[config.mk]
export PLATFORM = sky130hd
export DESIGN_NAME = keypad_hex_entry
export DESIGN_NICKNAME = d
export VERILOG_FILES = /design/src/rtl/keypad_pkg.sv /design/src/rtl/keypad_debounce.sv /design/src/rtl/keypad_hex_entry.sv
export SDC_FILE = /design/constraint.sdc
export NUM_CORES = 1
export LEC_CHECK = 0
export CAP_MARGIN = 20
export CORE_MARGIN = 5
export CORE_UTILIZATION = 35
export CTS_CLUSTER_DIAMETER = 80
export DETAILED_ROUTE_END_ITERATION = 10
export DONT_BUFFER_PORTS = 1
export PLACE_DENSITY_LB_ADDON = 0.3
export SYNTH_ARGS = -nofsm -noshare
export SYNTH_HDL_FRONTEND = slang
export SYNTH_HIERARCHICAL = 1
export SYNTH_SLANG_ARGS = --single-unit
[constraint.sdc]
create_clock -name clk -period 2.9 [get_ports clk]
set_input_delay 0.58 -clock clk [delete_from_list [all_inputs] [get_ports clk]]
set_output_delay 0.58 -clock clk [all_outputs]
set_load 0.05 [all_outputs]
[src/rtl/keypad_pkg.sv]
// Shared types and helpers for the keypad hex entry block.
//   key_state_e : scanner FSM states
//   key_lookup  : (row, col) -> layout key code
//   low_col     : index of the lowest active-low column in a column pattern
package keypad_pkg;

  typedef enum logic [1:0] {
    StScan,
    StDebounce,
    StPress,
    StRelease
  } key_state_e;

  localparam logic [3:0] KeyClr = 4'hE;  // '*'
  localparam logic [3:0] KeyEnt = 4'hF;  // '#'

  // Layout: r0: 1 2 3 A | r1: 4 5 6 B | r2: 7 8 9 C | r3: * 0 # D
  function automatic logic [3:0] key_lookup(input logic [1:0] row, input logic [1:0] col);
    logic [3:0] code;
    code = 4'h0;
    unique case ({row, col})
      4'h0: code = 4'h1;
      4'h1: code = 4'h2;
      4'h2: code = 4'h3;
      4'h3: code = 4'hA;
      4'h4: code = 4'h4;
      4'h5: code = 4'h5;
      4'h6: code = 4'h6;
      4'h7: code = 4'hB;
      4'h8: code = 4'h7;
      4'h9: code = 4'h8;
      4'hA: code = 4'h9;
      4'hB: code = 4'hC;
      4'hC: code = KeyClr;
      4'hD: code = 4'h0;
      4'hE: code = KeyEnt;
      4'hF: code = 4'hD;
      default: code = 4'h0;
    endcase
    return code;
  endfunction

  // Lowest-index low column wins when several keys in a row are held.
  function automatic logic [1:0] low_col(input logic [3:0] col);
    logic [1:0] idx;
    if (!col[0]) begin
      idx = 2'd0;
    end else if (!col[1]) begin
      idx = 2'd1;
    end else if (!col[2]) begin
      idx = 2'd2;
    end else begin
      idx = 2'd3;
    end
    return idx;
  endfunction

endpackage

[src/rtl/keypad_debounce.sv]
// Stability counter shared by the press and release debounce phases.
//   match_i   : input currently equals the pattern being qualified
//   restart_i : force the count back to zero
//   done_o    : asserted on the DEBOUNCE_CYC-th consecutive matching cycle
module keypad_debounce #(
  parameter int unsigned DEBOUNCE_CYC = 1000000
) (
  input  logic clk,
  input  logic rst_n,
  input  logic match_i,
  input  logic restart_i,
  output logic done_o
);

  localparam int unsigned CntW = (DEBOUNCE_CYC > 1) ? $clog2(DEBOUNCE_CYC) : 1;
  localparam logic [CntW-1:0] CntLast = CntW'(DEBOUNCE_CYC - 1);

  logic [CntW-1:0] cnt_q, cnt_d;

  always_comb begin
    done_o = match_i && !restart_i && (cnt_q == CntLast);
    if (restart_i || !match_i || done_o) begin
      cnt_d = '0;
    end else begin
      cnt_d = cnt_q + 1'b1;
    end
  end

  always_ff @(posedge clk or negedge rst_n) begin
    if (!rst_n) begin
      cnt_q <= '0;
    end else begin
      cnt_q <= cnt_d;
    end
  end

endmodule

[src/rtl/keypad_hex_entry.sv]
// 4x4 matrix keypad scanner with debounce and 16-bit hex entry word.
//   clk, rst_n   : clock, asynchronous active-low reset
//   col_in       : keypad columns (active low, asynchronous)
//   row_out      : one-hot-low row drive
//   entry_value  : word being typed (live display value)
//   key_strobe   : one-cycle pulse per accepted key; key_code holds its layout code
//   data_out/data_valid/data_ready : committed word handshake toward the CPU
//   overflow     : one-cycle pulse when '#' is dropped because a word is still pending
module keypad_hex_entry
  import keypad_pkg::*;
#(
  parameter int unsigned SCAN_DIV     = 50000,
  parameter int unsigned DEBOUNCE_CYC = 1000000
) (
  input  logic        clk,
  input  logic        rst_n,
  input  logic [3:0]  col_in,
  output logic [3:0]  row_out,
  output logic [15:0] entry_value,
  output logic        key_strobe,
  output logic [3:0]  key_code,
  output logic [15:0] data_out,
  output logic        data_valid,
  input  logic        data_ready,
  output logic        overflow
);

  localparam int unsigned SlotW = $clog2(SCAN_DIV);
  localparam logic [SlotW-1:0] SlotLast = SlotW'(SCAN_DIV - 1);

  key_state_e       state_q, state_d;
  logic [3:0]       col_meta_q, col_s_q;
  logic [1:0]       row_q, row_d;
  logic [SlotW-1:0] slot_q, slot_d;
  logic [3:0]       pat_q, pat_d;
  logic [3:0]       code_q, code_d;
  logic [15:0]      entry_q, entry_d;
  logic [15:0]      data_q, data_d;
  logic             valid_q, valid_d;
  logic [3:0]       key_code_q, key_code_d;
  logic             strobe_q, strobe_d;
  logic             ovf_q, ovf_d;
  logic             db_match, db_restart, db_done;

  // Release waits for all columns high; press waits for the latched pattern to persist.
  assign db_match   = (state_q == StRelease) ? (col_s_q == 4'hF) : (col_s_q == pat_q);
  assign db_restart = !((state_q == StDebounce) || (state_q == StRelease));

  keypad_debounce #(
    .DEBOUNCE_CYC(DEBOUNCE_CYC)
  ) u_debounce (
    .clk      (clk),
    .rst_n    (rst_n),
    .match_i  (db_match),
    .restart_i(db_restart),
    .done_o   (db_done)
  );

  always_comb begin
    state_d    = state_q;
    row_d      = row_q;
    slot_d     = slot_q;
    pat_d      = pat_q;
    code_d     = code_q;
    entry_d    = entry_q;
    data_d     = data_q;
    valid_d    = valid_q;
    key_code_d = key_code_q;
    strobe_d   = 1'b0;
    ovf_d      = 1'b0;

    if (valid_q && data_ready) begin
      valid_d = 1'b0;
    end

    unique case (state_q)
      StScan: begin
        if (slot_q == SlotLast) begin
          slot_d = '0;
          if (col_s_q != 4'hF) begin
            // Row drive stays frozen while the key is qualified.
            pat_d   = col_s_q;
            code_d  = key_lookup(row_q, low_col(col_s_q));
            state_d = StDebounce;
          end else begin
            row_d = row_q + 2'd1;
          end
        end else begin
          slot_d = slot_q + 1'b1;
        end
      end
      StDebounce: begin
        if (!db_match) begin
          row_d   = row_q + 2'd1;
          state_d = StScan;
        end else if (db_done) begin
          state_d = StPress;
        end
      end
      StPress: begin
        strobe_d   = 1'b1;
        key_code_d = code_q;
        state_d    = StRelease;
        if (code_q == KeyClr) begin
          entry_d = '0;
        end else if (code_q == KeyEnt) begin
          // A word accepted this very cycle frees the slot for the new commit.
          if (!valid_q || data_ready) begin
            data_d  = entry_q;
            valid_d = 1'b1;
            entry_d = '0;
          end else begin
            ovf_d = 1'b1;
          end
        end else begin
          entry_d = {entry_q[11:0], code_q};
        end
      end
      StRelease: begin
        if (db_done) begin
          row_d   = row_q + 2'd1;
          state_d = StScan;
        end
      end
      default: state_d = StScan;
    endcase
  end

  always_ff @(posedge clk or negedge rst_n) begin
    if (!rst_n) begin
      state_q    <= StScan;
      col_meta_q <= 4'hF;
      col_s_q    <= 4'hF;
      row_q      <= '0;
      slot_q     <= '0;
      pat_q      <= 4'hF;
      code_q     <= '0;
      entry_q    <= '0;
      data_q     <= '0;
      valid_q    <= 1'b0;
      key_code_q <= '0;
      strobe_q   <= 1'b0;
      ovf_q      <= 1'b0;
    end else begin
      state_q    <= state_d;
      col_meta_q <= col_in;
      col_s_q    <= col_meta_q;
      row_q      <= row_d;
      slot_q     <= slot_d;
      pat_q      <= pat_d;
      code_q     <= code_d;
      entry_q    <= entry_d;
      data_q     <= data_d;
      valid_q    <= valid_d;
      key_code_q <= key_code_d;
      strobe_q   <= strobe_d;
      ovf_q      <= ovf_d;
    end
  end

  assign row_out     = ~(4'b0001 << row_q);
  assign entry_value = entry_q;
  assign key_strobe  = strobe_q;
  assign key_code    = key_code_q;
  assign data_out    = data_q;
  assign data_valid  = valid_q;
  assign overflow    = ovf_q;

endmodule

==> metrics, run 1 <==
nature of the critical path endpoint flop; CP max FO 5; total gr overflow 0; Unique masters post-synth 55; highest metal layer with signal wires met4; Post-DP HPWL 5.953 mm; Port-buffer cells 0; setup bufs post-CTS 0; I/O pins 50; Final period util 85.20%; WL met2 3.990 mm; max-slew violations 0; via/cell ratio 5.041; GRT Total Usage 12.09%; syn_nets 424; YS warnings 6; Worst Hold Class primary input to async pin; CTS tree yes; post-synthesis cell count 406; Cell Area, Synth 0.004398 mm2; outcome complete, no violations; area of the die 0.01491 mm2; metal3 WL 548 um; maxcap violations 0; Routed met1 length 3.821 mm; syn_area_per_cell 10.83 um2; core region area 0.01247 mm2; post-synthesis sequential area ratio 54.40%; CTS HTree Levels 3; gpl congestion 0.7868; DR vias 2964; fmax 0.4047 GHz; Critical Path RT 3.13 ns; Static Leakage 2.098 nW; final number of hold-violating endpoints 0; diode count 0; most common flop cell mapped by yosys dfrtp_1; Critical Setup Path Class flop to flop; nets 429; Worst Max-Slew Pin Slew 0.6202 ns; clock transition at the registers of the reported paths 0.07 ns; Final ANT Viol Nets 0; CTS resizes 0; clock sink count 95; WL final 8.472 mm; Final Critical Period 2.471 ns; slew margin rel. 58.38%; DRC Markers 0; hold_buf cts 1; Site Rows 41; r2r worst-path depth 9; vias in the first global route 2877; Clock Skew 0.006624 ns; Worst EP arrival 2.70 ns; Avg WL per Cell 14.41 um; Worst-Skew Late Latency 0.35 ns; first-pass GRT wire length 14.30 mm; Max clock buf depth 2; Num CTS Buffers 9; unrepaired setup endpoints after global routing no; Die Y 122.1 um; Seq cells post-synth 95; setup TNS 0 ns; share of cells above drive strength 1 16.11%; largest net degree at the start of global routing 84; Layout area overhead 12.01%; root buffer selected by CTS clkbuf_16; startpoint types flop; number of enable flip-flop cells after synthesis 0; Die W 122.1 um; Worst VDD drop 365.1 uV; # setup viols final 0; Async SR Flop Fraction 100.0%; DR pass1 iterations 4; power density over the cells 531.1 mW/mm2; drt initial violations 116; Final Total Pwr 0.002616 W; initial antenna violation count 0; Initial Util 35.28%
==> layer usage <==
layer  GRT usage, %  vias to the layer above
met4          4.199                        0
met2          19.34                       66
li1               -                     1445
met1          15.44                     1443
met3          3.946                       10
met5              0                        -
==> worst max-delay path, cell delays in order (launching register included) <==
cell	delay [ns]
dfrtp_1	0.43
and2_1	0.19
o41ai_1	0.37
o32ai_2	0.17
inv_2	0.09
nand2b_1	0.07
nor4_1	0.36
o21ai_0	0.13
a32o_1	0.24
mux2_1	0.31
==> layout by cell type, fill, tap and decap left out, drive strengths merged, types with 12 or more instances in the layout <==
master | Yosys | layout
nand3 | 19 | 19
nor2 | 29 | 29
a22o | 14 | 14
dfstp | 12 | 12
dfrtp | 83 | 83
nand2 | 46 | 46
xnor2 | 12 | 12
o21ai | 22 | 22
mux2 | 20 | 20
inv | 21 | 24
a21oi | 14 | 14
==> synthesized netlist by cell type, types with 4 or more instances <==
cell type,count,area (um2)
nor2_1,28,105.1
or3_1,5,31.28
a21o_1,4,30.03
xor2_1,7,61.31
xnor2_1,12,105.1
nor4_1,8,50.05
mux2_2,17,191.4
dfstp_2,12,315.3
dfrtp_1,83,2077
o31ai_1,9,67.56
nor3_1,7,35.03
a22o_1,14,122.6
o21ai_0,20,100.1
nand2b_1,4,25.02
nand2_1,45,168.9
inv_1,19,71.32
nand3_1,17,85.08
a21oi_1,14,70.07
nand4_1,8,50.05
buf_2,6,30.03
ha_1,11,137.6
or4_1,5,37.54
clkbuf_1,4,15.01
==> path summary, 6_finish.rpt <==
check | start | endpoint | slack [ns]
min in group clk | col_in[3] | col_meta_q[3] | 0.23
max | flop | row_q[1] | 0.43
max reg2reg | flop | row_q[1] | 0.43
min | rst_n | col_meta_q[3] | 0.08
min reg2reg | col_meta_q[1] | col_s_q[1] | 0.36
max in group asynchronous | rst_n | u_debounce/cnt_q[9] | 2.44
==> flip-flops by register name, summed over array words and instances, names as in the netlist, 4 cells and up, named ones only <==
signal            flops
pat_q                 4
entry_value          16
col_meta_q            4
slot_q               16
key_code              4
code_q                4
u_debounce/cnt_q     20
data_out             16
col_s_q               4
==> area by class of cell <==
cell class                      instances  area (um2)
Timing Repair Buffer                    7       72.57
Clock buffer                           10       239.0
Inverter                               21       78.83
Clock inverter                          6       76.32
Tap cell                              172       215.2
Fill cell                            1224        7540
Sequential cell                        95        2392
Multi-Input combinational cell        277        1852
==> power by group <==
| part | total [W] | internal (W) | leakage, nW | switching [W] |
|---|---|---|---|---|
| Combinational | 0.0000440 | 0.0000124 | 0.683 | 0.0000316 |
| Sequential | 0.00134 | 0.00134 | 1.27 | 0.00000599 |
| Clock | 0.00123 | 0.000707 | 0.149 | 0.000524 |
| Total | 0.00262 | 0.00205 | 2.10 | 0.000562 |
==> cells by family after synthesis <==
kind of cell	share of synthesized area, %
flip-flops	54.40
buffers and inverters	3.499
AND/OR/NAND/NOR	17.24
AO/OA/AOI/OAI	11.92
multiplexers	6.031
XOR/XNOR	3.784
adder cells (fa/ha/maj)	3.129
==> stage by stage <==
stage / setup slack, ns / hold slack (ns) / area (um2) / utilization [%] / instances
2_1_floorplan: 0.5428 / 0.2844 / 4398 / - / 406
3_3_place_gp: 0.4930 / 0.2905 / 4583 / 36.77 / 571
3_5_place_dp: 0.4173 / 0.2903 / 4583 / 36.77 / 571
4_1_cts: 0.4067 / 0.06386 / 4926 / 39.52 / 588
5_1_grt: 0.2813 / 0.06285 / 4926 / 39.52 / 588
6_report: 0.4293 / 0.07894 / 4926 / 39.52 / 588
No activity file was read; power rests on OpenSTA's default activity.
==> inputs of run 2 (changes only) <==
CELL_PAD_IN_SITES_DETAIL_PLACEMENT = 1   (was default)
CELL_PAD_IN_SITES_GLOBAL_PLACEMENT = 2   (was default)
==> run 2 against run 1 <==
  * Die area is the same
  * Sequential power is essentially flat
  * Cell area is 0.61% lower
  * Non-clock buffer count unchanged
  * Power down 3.3%
  * Clock-buffer cell count decreased by 1
  * First-iteration DRC count up 26%
  * Register-to-register slack got worse by 0.09 ns
  * Final cell count stayed put
==> metrics, run 2 (synthesis results as in run 1) <==
outcome complete, no violations; Critical Setup Path Class flop to flop; clock transition at the registers of the reported paths 0.07 ns; area of the die 0.01491 mm2; max-slew violations 0; Site Rows 41; Final ANT Viol Nets 0; max reg flops 20; crit-path cells and2_1 > o41ai_1 > o32ai_2 > inv_2 > nand2b_1 > nor4_1 > o21ai_0 > a32o_1 > mux2_1; nets 429; Static Leakage 2.092 nW; sw frac 23.03%; Max clock buf depth 2; total gr overflow 0; Worst Hold Class primary input to async pin; via/cell ratio 5.163; critical path depth 9; GRT Total Usage 14.11%; # setup viols final 0; WL final 9.693 mm; Avg WL per Cell 16.48 um; final number of hold-violating endpoints 0; power density over the cells 516.7 mW/mm2; largest net degree at the start of global routing 84; crit-path leading delay family compound AO/OA/AOI/OAI gates; highest metal layer with signal wires met4; unrepaired setup endpoints after global routing no; DR pass1 iterations 4; diode count 0; share of cells above drive strength 1 16.11%; hold_buf cts 1; CTS tree yes; Num CTS Buffers 9; slew margin rel. 50.88%; root buffer selected by CTS clkbuf_16; CP max stage cell dfrtp_1; Final Worst Setup Slack 0.3419 ns; Worst-Skew Late Latency 0.35 ns; Clock Skew 0.008981 ns; Clock power frac 45.2%; Power Internal 0.001947 W; CTS resizes 0; r2r worst-path depth 9; first-pass GRT wire length 16.58 mm; WL met2 4.823 mm; Worst EP arrival 2.79 ns; Top reg by flops u_debounce/cnt_q; core region area 0.01247 mm2; metal3 WL 395 um; startpoint types flop; fmax 0.3909 GHz; drt initial violations 146; gpl congestion 0.7303; Die Y 122.1 um; Final period util 88.21%; vias in the first global route 3211; CTS HTree Levels 3; Crit Reg-Reg Endpoint row_q[1]; Post-DP HPWL 6.778 mm; Worst VDD drop 222.9 uV; worst r2r src state_q[0]; Worst Max-Slew Pin Slew 0.7318 ns; Die W 122.1 um; switching power 0.0005825 W; sum of buffers and inverters on the critical path 1; Initial Util 35.28%; Critical path origin state_q[0]; Flop pwr share 53.0%; most frequent cells in the layout dfrtp_1 (83), nand2_1 (45), nor2_1 (28); dpl ws 0.3247 ns; Layout area overhead 11.32%; commonest non-fill, non-tap cell in the layout dfrtp_1; clock sink count 95; DR vias 3036; Routed met1 length 4.322 mm; Final Critical Period 2.558 ns; initial antenna violation count 0; Critical Path RT 3.13 ns; Port-buffer cells 0; CP max FO 5; logic gate share of total power 1.8%; setup bufs post-CTS 0; I/O pins 50; maxcap violations 0; nature of the critical path endpoint flop; CP max stage delay 0.43 ns; setup TNS 0 ns; DRC Markers 0; r2r setup slk 0.34 ns
run 2: per-layer routing:
metal	vias up	track usage, %
met4	0	5.178
met1	1531	17.75
met3	9	3.575
met2	45	23.48
met5	-	0
li1	1451	-
run 2: power by group through the flow:
stage / combinational [W] / sequential, W / clock, W
5_1_grt: 0.0000538 / 0.00134 / 0.00124
6_report: 0.0000449 / 0.00134 / 0.00114
3_5_place_dp: 0.0000195 / 0.00137 / 0
3_3_place_gp: 0.0000182 / 0.00137 / 0
4_1_cts: 0.0000476 / 0.00134 / 0.00119
2_1_floorplan: 0.0000169 / 0.00136 / 0
run 2: cell type report:
| type | instances | area [um2] |
|---|---|---|
| clock buffers | 9 | 225.2 |
| flip-flops and latches | 95 | 2392 |
| multi-input cells | 277 | 1852 |
| repair buffers | 7 | 72.57 |
| fillers | 1378 | 7570 |
| clock inverters | 7 | 60.06 |
| well taps | 172 | 215.2 |
| inverters | 21 | 78.83 |
run 2: stage by stage:
step                hold WS, ns  power, W  instances  utilization, %  cell area (um2)
finish                  0.07070  0.002530        588           39.28             4896
global route            0.04839  0.002636        588           39.28             4896
CTS                     0.05173  0.002582        588           39.28             4896
detailed placement       0.2876  0.001386        571           36.77             4583
global placement         0.2882  0.001384        571           36.77             4583
floorplan                0.2844  0.001380        406               -             4398
run 2: worst max-delay path by stage:
stage	to	slack, ns
floorplan	row_q[1]	0.54
global placement	row_q[1]	0.45
detailed placement	row_q[1]	0.32
CTS	row_q[1]	0.29
global route	row_q[1]	0.11
finish	row_q[1]	0.34
